===== src/rtl/shift_rows_pipe_pkg.sv =====
// Shared AES helpers: ShiftRows offset table, legal-Nb check and state byte indexing.
// Also imported by the cipher round datapath.
package shift_rows_pipe_pkg;

  localparam int ROWS = 4;

  function automatic bit nb_legal(input int nb);
    return (nb == 4) || (nb == 6) || (nb == 8);
  endfunction

  // Rijndael widens the row 2/3 shifts by one for the 256-bit block.
  function automatic int row_offset(input int nb, input int row);
    int off;
    off = row;
    if ((nb == 8) && (row >= 2)) off = row + 1;
    return off;
  endfunction

  // Column-major byte index; byte k sits at bits 8*k +: 8, bit 0 = MSB.
  function automatic int byte_idx(input int row, input int col);
    return 4 * col + row;
  endfunction

endpackage


===== src/rtl/shift_rows_perm.sv =====
// Pure combinational ShiftRows / InvShiftRows byte permutation for Nb columns.
module shift_rows_perm
  import shift_rows_pipe_pkg::*;
#(
  parameter int NB = 4
) (
  input  logic [0:NB*32-1] state_i,
  input  logic             inv_i,
  output logic [0:NB*32-1] state_o
);

  if (!nb_legal(NB)) begin : g_bad_nb
    $error("shift_rows_perm: NB must be 4, 6 or 8");
  end

  for (genvar r = 0; r < ROWS; r++) begin : g_row
    for (genvar c = 0; c < NB; c++) begin : g_col
      localparam int OFF   = row_offset(NB, r);
      localparam int SRC_F = (c + OFF) % NB;
      localparam int SRC_I = (c - OFF + NB) % NB;
      assign state_o[8*byte_idx(r, c) +: 8] = inv_i ? state_i[8*byte_idx(r, SRC_I) +: 8]
                                                    : state_i[8*byte_idx(r, SRC_F) +: 8];
    end
  end

endmodule


===== src/rtl/shift_rows_pipe.sv =====
// Registered ShiftRows stage behind a 2-entry elastic buffer (output reg + skid reg).
// in_ready comes straight from the skid valid flop, so out_ready never reaches it combinationally.
module shift_rows_pipe
  import shift_rows_pipe_pkg::*;
#(
  parameter int NB    = 4,
  parameter int TAG_W = 4
) (
  input  logic             clk,
  input  logic             rst_n,
  input  logic             flush,
  input  logic             in_valid,
  output logic             in_ready,
  input  logic             in_inv,
  input  logic [TAG_W-1:0] in_tag,
  input  logic [0:NB*32-1] in,
  output logic             out_valid,
  input  logic             out_ready,
  output logic [TAG_W-1:0] out_tag,
  output logic [0:NB*32-1] out
);

  if (!nb_legal(NB)) begin : g_bad_nb
    $error("shift_rows_pipe: NB must be 4, 6 or 8");
  end
  if (TAG_W < 1) begin : g_bad_tag
    $error("shift_rows_pipe: TAG_W must be at least 1");
  end

  logic [0:NB*32-1] perm_data;
  logic             out_valid_q, out_valid_d;
  logic             skid_valid_q, skid_valid_d;
  logic [0:NB*32-1] out_data_q, out_data_d;
  logic [0:NB*32-1] skid_data_q, skid_data_d;
  logic [TAG_W-1:0] out_tag_q, out_tag_d;
  logic [TAG_W-1:0] skid_tag_q, skid_tag_d;
  logic             accept;
  logic             drain;

  shift_rows_perm #(.NB(NB)) u_perm (
    .state_i (in),
    .inv_i   (in_inv),
    .state_o (perm_data)
  );

  assign accept = in_valid & ~skid_valid_q & ~flush;
  assign drain  = out_valid_q & out_ready;

  always_comb begin
    out_valid_d  = out_valid_q;
    skid_valid_d = skid_valid_q;
    out_data_d   = out_data_q;
    out_tag_d    = out_tag_q;
    skid_data_d  = skid_data_q;
    skid_tag_d   = skid_tag_q;

    if (flush) begin
      out_valid_d  = 1'b0;
      skid_valid_d = 1'b0;
    end else if (drain) begin
      // A full skid blocks accept, so refilling from skid and taking new input are exclusive.
      if (skid_valid_q) begin
        out_data_d   = skid_data_q;
        out_tag_d    = skid_tag_q;
        skid_valid_d = 1'b0;
      end else if (accept) begin
        out_data_d = perm_data;
        out_tag_d  = in_tag;
      end else begin
        out_valid_d = 1'b0;
      end
    end else if (accept) begin
      if (out_valid_q) begin
        skid_data_d  = perm_data;
        skid_tag_d   = in_tag;
        skid_valid_d = 1'b1;
      end else begin
        out_data_d  = perm_data;
        out_tag_d   = in_tag;
        out_valid_d = 1'b1;
      end
    end
  end

  always_ff @(posedge clk or negedge rst_n) begin
    if (!rst_n) begin
      out_valid_q  <= 1'b0;
      skid_valid_q <= 1'b0;
    end else begin
      out_valid_q  <= out_valid_d;
      skid_valid_q <= skid_valid_d;
    end
  end

  // Payload is qualified by the valid flags, so it carries no reset.
  always_ff @(posedge clk) begin
    out_data_q  <= out_data_d;
    out_tag_q   <= out_tag_d;
    skid_data_q <= skid_data_d;
    skid_tag_q  <= skid_tag_d;
  end

  assign in_ready  = ~skid_valid_q;
  assign out_valid = out_valid_q;
  assign out_tag   = out_tag_q;
  assign out       = out_data_q;

endmodule


===== config.mk =====
export PLATFORM = sky130hd
export DESIGN_NAME = shift_rows_pipe
export DESIGN_NICKNAME = d
export VERILOG_FILES = /design/src/rtl/shift_rows_pipe_pkg.sv /design/src/rtl/shift_rows_perm.sv /design/src/rtl/shift_rows_pipe.sv
export SDC_FILE = /design/constraint.sdc
export NUM_CORES = 1
export LEC_CHECK = 0
export ABC_AREA = 1
export CAP_MARGIN = 20
export CORE_ASPECT_RATIO = 1.5
export CORE_MARGIN = 1.5
export CORE_UTILIZATION = 35
export CTS_BUF_LIST = sky130_fd_sc_hd__clkbuf_8
export CTS_CLUSTER_SIZE = 16
export DETAILED_ROUTE_END_ITERATION = 10
export PLACE_DENSITY = 0.65
export SETUP_SLACK_MARGIN = 0.15
export SLEW_MARGIN = 40
export SYNTH_ARGS = -nofsm -noshare
export SYNTH_HDL_FRONTEND = slang
export SYNTH_SLANG_ARGS = --single-unit

===== constraint.sdc =====
create_clock -name clk -period 7.7 [get_ports clk]
set_input_delay 1.54 -clock clk [delete_from_list [all_inputs] [get_ports clk]]
set_output_delay 1.54 -clock clk [all_outputs]
set_load 0.02 [all_outputs]

==> qor.yml <==
run_status:
  status: "finished, final reports clean"
routing:
  first_pass_iters: 5
  viasPerCell: 4.44
  post_drt_wl_per_cell_um: 15.9
  ant_nets: 0
  routed_wl_um: 25300
  num_vias: 7086
  drcViolationCount: 0
  drtIter0Drc: 363
sta:
  fin_ws_ns: 3.69
  fin_skew_ns: 0.0186
  setup_violations: 0
  drv_slew: 0
  fmax_mhz: 250
  period_share_pct: 52.0
  rsz0062_at_grt: "false"
  hold_viol: 0
  slew_headroom_pct: 46.9
  tightestPinTransition_ns: 0.797
  finalSetupTns_ns: 0
  period_needed_ns: 4.01
cts:
  path_clk_slew_ns: 0.06
  cts_resized: 0
  post-cts-setup-buffer-count: 0
  numCtsBuffers: 42
  root_buffer: "clkbuf_8"
  cts_hold_buffers: 0
  insertion_delay_ns: 0.55
  cts_max_level: 2
  cts_tree: "yes"
  cts.sinks: 266
  cts_buffer_depth: 3
worst_setup_path:
  critPathSlowestCell: "buf_4"
  rr_worst_depth: 6
  critPathLaunchType: "primary input"
  worstPathCellList: "clkdlybuf4s50_1 -> nand2_1 -> nor2_4 -> buf_4 -> o21ai_0 -> a21oi_4 -> buf_12"
  path_max_fanout: 124
  cp-end-kind: "register"
  slowest_delay_ns: 0.58
  cp.required_ns: 7.87
  cp.arrival_ns: 4.17
  crit_type: "in2reg"
global_routing:
  grt_pass1_vias: 7050
  overflow: 0
  grt_max_degree: 125
  antenna_found_initial: 2
  grt_pass1_wl_um: 38000
  grt_util_all_layers_pct: 16.3
power:
  p_leak_uw: 0.00560
  power_density_mw_per_mm2: 227
  power_uw: 3270
  ir_drop_uv: 128
finish:
  utilization_pct: 49.0
  syn2layout_area_growth_pct: 37.8
  final_area_mm2: 0.0144
  drive_above_1_share_pct: 5.84
  fillerInstances: 2682
  nNetsFinal: 1306
  final_cell_mix: "nand2_1 (436), clkdlybuf4s50_1 (270), edfxtp_1 (264), clkbuf_8 (47), inv_1 (46)"
  layout_commonest_cell: "nand2_1"
yosys:
  synth_cell_type_count: 14
  ys_ff_latch: 266
  synth_top_area_share_pct: 75.7
  synthCells: 889
  synth.area.top_cells: "edfxtp_1 (76%), nand2_1 (16%), o21ai_0 (1.6%)"
  avgSynthCellArea_um2: 11.8
  yosysWarnings: 0
  synth_top_area_cell: "edfxtp_1"
  syn_nets: 1027
  ys_seq_area_share_pct: 76.1
  synth_area_mm2: 0.0105
place:
  place_hpwl_um: 16400
  placed_cell_area_mm2: 0.0135
  gp_congestion: 0.830
  pre_cts_ws_ns: 3.13
  io_buffers: 271
job:
  cap_violations: 0
floorplan:
  fp.dieH_um: 215
  initial_core_util_pct: 35.5
  fp.dieW_um: 144
  ios: 272
  rows: 77
  die-area_mm2: 0.0310
  core_mm2: 0.0295
hold_path:
  holdPathStages: 2
  hold_class: "reg2reg"
==> stage by stage <==
stage               hold slack (ns)  instances
finish                        0.506       1595
global route                  0.529       1595
global placement              0.482       1519
CTS                           0.505       1593
detailed placement            0.497       1519
floorplan                     0.464        889
==> flip-flops by register name, indices dropped and copies added (netlist names) <==
register,count
out_valid,1
skid_valid_q,1
out,128
out_tag,4
skid_data_q,128
skid_tag_q,4
==> cell type report <==
cell class	instances	area [um^2]	share of cell area, %
sequential	266	7980	55.3
timing repair buffer	277	2770	19.2
multi-input combinational	542	2140	14.8
clock buffer	47	647	4.48
tap	395	494	3.42
clock inverter	27	244	1.69
inverter	39	154	1.07
antenna	2	5.00	0.0347
==> per-layer routing <==
layer | share of wire [%] | GRT usage [%] | up-vias
met2 | 53 | 28.7 | 243
li1 | - | - | 3532
met3 | 5.3 | 3.12 | 58
met1 | 38 | 18.4 | 3253
met4 | 4.2 | 8.45 | 0
met5 | 0 | 0 | -
==> worst max-delay path, delay by kind of cell <==
family	cells	cell delay [ns]
compound gates	2	0.63
buf+inv	3	1.58
simple gates	2	0.24
==> cell usage after synthesis <==
library cell  number
a21oi_1           33
buf_2             25
buf_4              7
buf_6              1
clkbuf_1           9
dfrtp_1            2
edfxtp_1         264
inv_1             38
inv_2              1
nand2_1          436
nand3_1            4
nor2_1            34
nor2_4             1
o21ai_0           34
==> cells by family after synthesis <==
family | synth area share [%]
AO/OA/AOI/OAI | 3.20
buffers and inverters | 3.52
flip-flops | 76.1
AND/OR/NAND/NOR | 17.1
==> power by group <==
part           total, uW  switching (uW)  internal (uW)
registers           1680            16.9           1660
logic                324             174            151
clock network       1270             541            728
total               3270             732           2540
==> worst paths after layout <==
check                           slack, ns             from           end
worst max-delay path                 3.69        out_ready       out[48]
worst min register to register       0.51  skid_data_q[24]       out[24]
worst min-delay path                 0.51  skid_data_q[24]       out[24]
min in group asynchronous            1.16            rst_n     out_valid
max in group asynchronous            6.42            rst_n  skid_valid_q
worst max register to register       4.66        out_valid       out[48]
(Power assumes the default switching activity.)
